**src/rtl/decode_pipe.sv**
```systemverilog
// Handshaked instruction decode stage: one-cycle field decode into registered outputs,
// with an optional 2-entry skid buffer that keeps in_ready off the combinational path.
module decode_pipe #(
  parameter int INST_W  = 16,
  parameter bit SKID_EN = 1'b1
) (
  input  logic              clk,
  input  logic              rst_async,
  input  logic              flush,
  input  logic              in_valid,
  output logic              in_ready,
  input  logic [INST_W-1:0] in_inst,
  output logic              out_valid,
  input  logic              out_ready,
  output logic [INST_W-9:0] out_imm,
  output logic [1:0]        out_type,
  output logic [2:0]        out_subtype,
  output logic [2:0]        out_wr_addr,
  output logic [2:0]        out_rx_addr,
  output logic [2:0]        out_alu_op,
  output logic              out_alu_imm,
  output logic [1:0]        out_special,
  output logic              out_illegal
);
  localparam int IMM_W = INST_W - 8;

  typedef struct packed {
    logic [IMM_W-1:0] imm;
    logic [1:0]       typ;
    logic [2:0]       subtype;
    logic [2:0]       wr_addr;
    logic [2:0]       rx_addr;
    logic [2:0]       alu_op;
    logic             alu_imm;
    logic [1:0]       special;
    logic             illegal;
  } dec_t;

  typedef enum logic [1:0] {EMPTY, ONE, TWO} state_t;

  dec_t       dec, main_q, skid_q;
  state_t     state, state_n;
  logic [1:0] typ;
  logic [2:0] sub, rx;
  logic       accept, drain, load_in, load_skid, shift;

  assign typ = in_inst[1:0];
  assign sub = in_inst[4:2];
  assign rx  = in_inst[7:5];

  always_comb begin
    dec         = '0;
    dec.imm     = in_inst[INST_W-1:8];
    dec.typ     = typ;
    dec.subtype = sub;
    dec.alu_op  = sub;
    dec.alu_imm = (typ == 2'b11);
    if (typ == 2'b10 || (typ == 2'b01 && sub == 3'b000)) dec.wr_addr = rx;
    if ((typ == 2'b01 && sub != 3'b000) || typ == 2'b10)  dec.rx_addr = rx;
    if (typ == 2'b00 && sub == 3'b111) begin
      case (rx)
        3'b000:  dec.special = 2'b01;
        3'b001:  dec.special = 2'b10;
        3'b111:  dec.special = 2'b11;
        default: begin
          dec.special = 2'b01;
          dec.illegal = 1'b1;
        end
      endcase
    end
  end

  // flush masks both handshakes so nothing moves in the flush cycle
  assign out_valid = (state != EMPTY);
  assign accept    = in_valid & in_ready & ~flush;
  assign drain     = out_valid & out_ready & ~flush;

  always_ff @(posedge clk or negedge rst_async) begin
    if (!rst_async) state <= EMPTY;
    else            state <= state_n;
  end

  always_comb begin
    state_n   = state;
    load_in   = 1'b0;
    load_skid = 1'b0;
    shift     = 1'b0;
    if (flush) begin
      state_n = EMPTY;
    end else begin
      case (state)
        EMPTY: if (accept) begin
          state_n = ONE;
          load_in = 1'b1;
        end
        ONE: begin
          case ({accept, drain})
            2'b10: begin
              state_n   = TWO;
              load_skid = 1'b1;
            end
            2'b01: state_n = EMPTY;
            2'b11: load_in = 1'b1;
            default: ;
          endcase
        end
        TWO: if (drain) begin
          state_n = ONE;
          shift   = 1'b1;
        end
        default: state_n = EMPTY;
      endcase
    end
  end

  always_ff @(posedge clk or negedge rst_async) begin
    if (!rst_async) begin
      main_q <= '0;
      skid_q <= '0;
    end else begin
      if (load_in)    main_q <= dec;
      else if (shift) main_q <= skid_q;
      if (load_skid)  skid_q <= dec;
    end
  end

  generate
    if (SKID_EN) begin : gen_skid
      logic rdy_q;
      always_ff @(posedge clk or negedge rst_async) begin
        if (!rst_async) rdy_q <= 1'b0;
        else            rdy_q <= (state_n != TWO);
      end
      assign in_ready = rdy_q;
    end else begin : gen_flat
      // live holds in_ready low through reset and for the release cycle
      logic live;
      always_ff @(posedge clk or negedge rst_async) begin
        if (!rst_async) live <= 1'b0;
        else            live <= 1'b1;
      end
      assign in_ready = live & (~out_valid | out_ready);
    end
  endgenerate

  assign out_imm     = main_q.imm;
  assign out_type    = main_q.typ;
  assign out_subtype = main_q.subtype;
  assign out_wr_addr = main_q.wr_addr;
  assign out_rx_addr = main_q.rx_addr;
  assign out_alu_op  = main_q.alu_op;
  assign out_alu_imm = main_q.alu_imm;
  assign out_special = main_q.special;
  assign out_illegal = main_q.illegal;
endmodule
```
**config.mk**
```make
export PLATFORM = sky130hd
export DESIGN_NAME = decode_pipe
export DESIGN_NICKNAME = d
export VERILOG_FILES = /design/src/rtl/decode_pipe.sv
export SDC_FILE = /design/constraint.sdc
export NUM_CORES = 1
export LEC_CHECK = 0
export CAP_MARGIN = 0
export CORE_MARGIN = 2
export CORE_UTILIZATION = 45
export DETAILED_ROUTE_END_ITERATION = 8
export GPL_TIMING_DRIVEN = 1
export HOLD_SLACK_MARGIN = 0.06
export MAX_ROUTING_LAYER = met4
export PLACE_DENSITY_LB_ADDON = 0.2
export SYNTH_ARGS = -nofsm -noshare
export SYNTH_HDL_FRONTEND = slang
export SYNTH_SLANG_ARGS = --single-unit
export TNS_END_PERCENT = 100
```
**constraint.sdc**
```tcl
create_clock -name clk -period 2.3 [get_ports clk]
set_input_delay 0.69 -clock clk [delete_from_list [all_inputs] [get_ports clk]]
set_output_delay 0.69 -clock clk [all_outputs]
set_load 0.05 [all_outputs]
```
# Yosys cells after proc, flatten, opt, wreduce, memory -nomap -nowiden
# Index checks and enable logic that the tools add are counted.
# W data, S select, Z words.
word_totals:
  register_bits: 52
  word_cells: 71
  output_inout_bits: 28
  input_bits: 21
op_classes:
  n_eq_ne: 12
  bitwise: 5
  reduce_logical: 13
  mux: 22
op_table:
  columns: ["op", "count"]
  rows:
  - ["$mux W26", 2]
  - ["$eq A2 B2 Y1 const B", 5]
  - ["$mux W1", 10]
  - ["$mux W3", 3]
  - ["$pmux W2 S2", 2]
  - ["$eq A2 B1 Y1 const B", 3]
  - ["$eq A3 B3 Y1 const B", 2]
  - ["$logic_not A3 Y1", 2]
  - ["$mux W2", 3]
  - ["$pmux W2 S3", 1]
  - ["$and A1 B1 Y1", 4]
  - ["$logic_not A2 Y1", 2]
  - ["$reduce_bool A2 Y1", 2]
  - ["$eq A3 B1 Y1 const B", 1]
  - ["$logic_and A1 B1 Y1", 3]
  - ["$reduce_bool A3 Y1", 1]
  - ["$reduce_or A3 Y1", 1]
  - ["$logic_or A1 B1 Y1", 2]
  - ["$ne A2 B2 Y1 const B", 1]
  - ["$pmux W1 S2", 1]
  - ["$not A1 Y1", 1]

# Longest topological paths before layout
depth:
  ltp_word: 8
  mapped_depth: 6
  ltp_nobuf: 4

# Least setup slack after synthesis
# Ideal clock, no wire load.
synth_path:
  kind: "flip-flop to flip-flop"
  start: "register gen_skid.rdy_q, in the netlist in_ready"
  end: "register skid_q[16] (netlist name)"
  required_time_ns: 2.175
  path_buffers: 2
  setup_ns: 0.125
  arrival_time_ns: 1.843
  synth_period_minus_slack_ns: 1.969
  slack_ns: 0.331
  path_stages_with_launch: 6
  cell_sequence: "dfrtp_1 nand2_1 or4b_1 buf_2 buf_6 mux2_4"
synth_between:
  elab_chain_len: 6
synth_rtl:
  columns: ["element", "line_no", "rtl"]
  rows:
  - ["start: declaration", "129", "logic rdy_q;"]
  - ["start signal: assignment", "132", "else rdy_q <= (state_n != TWO);"]
  - ["$and A1 B1 Y1 (2 in a row)", "75", "assign accept = in_valid & in_ready & ~flush;"]
  - ["$eq A2 B2 Y1", "97", "case ({accept, drain})"]
  - ["$mux W1", "97", null]
  - ["$mux W1", "91", "case (state)"]
  - ["$mux W1", "88", "if (flush) begin"]
  - ["end signal: assignment", "119", "skid_q <= '0;"]
  - ["end signal: assignment", "123", "if (load_skid) skid_q <= dec;"]
  - ["end: declaration", "41", "dec_t dec, main_q, skid_q;"]
# Every way passes these cells.
# A chain may end at the register's enable or synchronous reset.

# Worst setup path after layout
layout_path:
  start: "register main_q, in the netlist out_wr_addr[1]"
  end: "output port out_wr_addr[1]"
layout_rtl:
  columns: ["element", "line_no", "rtl"]
  rows:
  - ["start: declaration", "41", null]
  - ["start signal: assignment", "122", "else if (shift) main_q <= skid_q;"]
  - ["end: declaration", "18", "output logic [2:0] out_wr_addr,"]
# No word-level cell between the ends.

==> impl_metrics.yaml <==
clocking:
  cts_setup_buffers: 0
  h-tree-depth: 2
  clock_sinks: 49
  cts-root-buf: "clkbuf_8"
  clockBufferDepth: 2
  clkLatencyLatePin_ns: 0.31
  cts_hold_buf: 0
  clkTransAtPathRegs_ns: 0.10
  cts_buffers: 5
  cts_tree: "built"
  cts_resized: 0
placement:
  placed_area_sq_um: 2890
  hpwl_mm: 3.06
  portBuffers: 48
  preCtsSetupSlack_ns: -0.110
  routabilityCongestion: 0.733
  placed_cells: 313
route:
  vias: 1597
  routed_wl_mm: 4.46
  antenna_left: 0
  wl_per_cell_um: 13.9
  dr.pass1.iters: 4
  drc: 0
  first_iter_violations: 56
  avgViaCountPerCell: 4.98
cells_and_area:
  fin_util_pct: 62.9
  antennaDiodeCount: 0
  fillers: 417
  regArea_sq_um: 1230
  multi_input_area_sq_um: 937
  area_growth_pct: 33.3
  nNetsFinal: 274
  stdcell_count: 321
  postLayoutCellArea_sq_um: 3010
  drive_gt1_share_pct: 18.1
floorplan:
  initial_core_util_pct: 47.2
  io_pins: 49
  core_sq_um: 4790
  die_h_um: 74.9
  dieWidth_um: 74.9
  dieArea_sq_um: 5600
  rows: 25
timing:
  fin_ws_ns: 0.109
  setup_viol: 0
  whs_ns: 0.475
  period_minus_slack_ns: 2.19
  final.setup_skew_ns: 0.0136
  maxSlewHeadroom_pct: 58.9
  grt_setup_unrepaired: "no"
  clock.fmax_mhz: 456
  slew_viol_final: 0
  worst_slew_pin_slew_ns: 0.617
  setup_tns_ns: 0
  period_share_pct: 95.2
  hold_viol_final: 0
setup_path:
  cpLargestDelayFamily: "buffers and inverters"
  critical-path-max-stage-delay_ns: 0.81
  cp-end-kind: "output port"
  crit_arrival_ns: 1.50
  cp_max_fo: 2
  crit_chain: "clkdlybuf4s50_1"
  path_buf_inv: 1
  cp_slowest_cell: "clkdlybuf4s50_1"
  start_kind: "flip-flop"
  critical_path_class: "flip-flop to output port"
  crit_required_ns: 1.61
synthesis:
  synth_cell_types: 29
  ys_seq_area_share_pct: 54.3
  ys_warn_count: 0
  syn_area_per_cell_sq_um: 11.6
  synth_most_common_cell: "dfrtp_1"
  synth_ff_type: "dfrtp_1"
  synth_nets: 216
  synth_top_area_share_pct: 54.3
  syn_area_sq_um: 2260
  synth_area_leaders: "dfrtp_1 (54%), mux2i_1 (12%), mux2_4 (8.6%), a21oi_1 (5.3%), nor2_1 (3.2%)"
  netlist_top_cells_count: "dfrtp_1 (49), mux2i_1 (27), a21oi_1 (24), nor2_1 (19), nand2_1 (17)"
  synth-edff-count: 0
  synth_top_area_cell: "dfrtp_1"
  ys_ff_latch: 49
  syn_inst: 195
  async_flop_share_pct: 100
power_and_ir_drop:
  total_power_mw: 2.64
  leakagePower_nw: 1.33
  peakVddDrop_mv: 0.486
  power_density_nw_per_um2: 878
grt:
  grt_usage_pct: 18.1
  overflow: 0
  grt_antenna_before_repair: 0
  busiest_layer: "met2"
  grt_max_degree: 50
  grt_use_met3_pct: 4.55
  grt_pass1_vias: 1548
  grt.met2_usage_pct: 27.3
  grt_use_met1_pct: 24.8
  grt_first_pass_wirelength_mm: 7.42
worst_hold_path:
  hold_class: "input pin to async pin"
outcome:
  status: "complete, no violations"
job:
  max_cap_violations: 0
-- worst paths after layout --
kind	startpoint	endpoint	slack, ns	cells past startpoint
min reg2reg	skid_q[3]	skid_q[3]	0.49	2
max in group asynchronous	rst_async	skid_q[10]	1.41	2
max reg2reg	state[0]	skid_q[9]	0.64	6
min	rst_async	skid_q[19]	0.47	2
min in group clk	skid_q[3]	skid_q[3]	0.49	2
max	out_wr_addr[1]	out_wr_addr[1]	0.11	1
-- cells in the final DEF, fill, tap and decap left out, types with 2 or more instances in the layout --
cell,count
clkbuf_8,6
mux2_1,2
mux2i_1,27
and3_1,2
a21oi_1,24
o21a_1,2
dfrtp_1,49
nor2_1,19
mux2_4,13
nand2b_1,2
buf_4,18
buf_12,2
nand2_1,17
clkdlybuf4s50_1,46
o21ai_0,8
-- worst register-to-register path: stages, from the launching register on --
cell and delay (ns):
dfrtp_1 0.38, nor2b_2 0.17, or4b_1 0.46, buf_4 0.22, buf_4 0.17, nand2_1 0.06
o21ai_0 0.09
-- state kept, by name, summed over array words and instances (netlist names) --
signal and count:
skid_q 23, out_imm 8, out_rx_addr 3, out_subtype 3, out_wr_addr 3, out_special 2, out_type 2, state 2
in_ready 1, out_alu_imm 1, out_illegal 1
-- power breakdown --
group / switching, mW / total [mW] / internal (mW)
Sequential: 0.0998 / 1.13 / 1.03
Clock: 0.289 / 0.642 / 0.354
Combinational: 0.501 / 0.869 / 0.368
Total: 0.890 / 2.64 / 1.75
-- area by class of cell --
class                      instances  share of cell area, %
clock inverter                     2                   1.25
sequential                        49                   40.7
inverter                           1                  0.125
timing repair buffer              67                   21.3
clock buffer                       6                   2.74
tap                               67                   2.78
multi-input combinational        129                   31.1
-- layer usage --
metal	wire [um]	share of wire, %
met5	0	0
met4	31	0.69
met3	186	4.2
met2	2030	45
met1	2210	50
-- logic make-up (layout without fill, tap and decap cells) --
| kind of cell | count (synthesis) | after routing | synth area share, % |
|---|---|---|---|
| buffers and inverters | 17 | 76 | 4.26 |
| XOR/XNOR | 1 | 1 | 0.388 |
| flip-flops | 49 | 49 | 54.3 |
| AND/OR/NAND/NOR | 48 | 48 | 9.80 |
| multiplexers | 43 | 43 | 22.1 |
| AO/OA/AOI/OAI | 37 | 37 | 9.19 |
(Power assumes the default switching activity.)
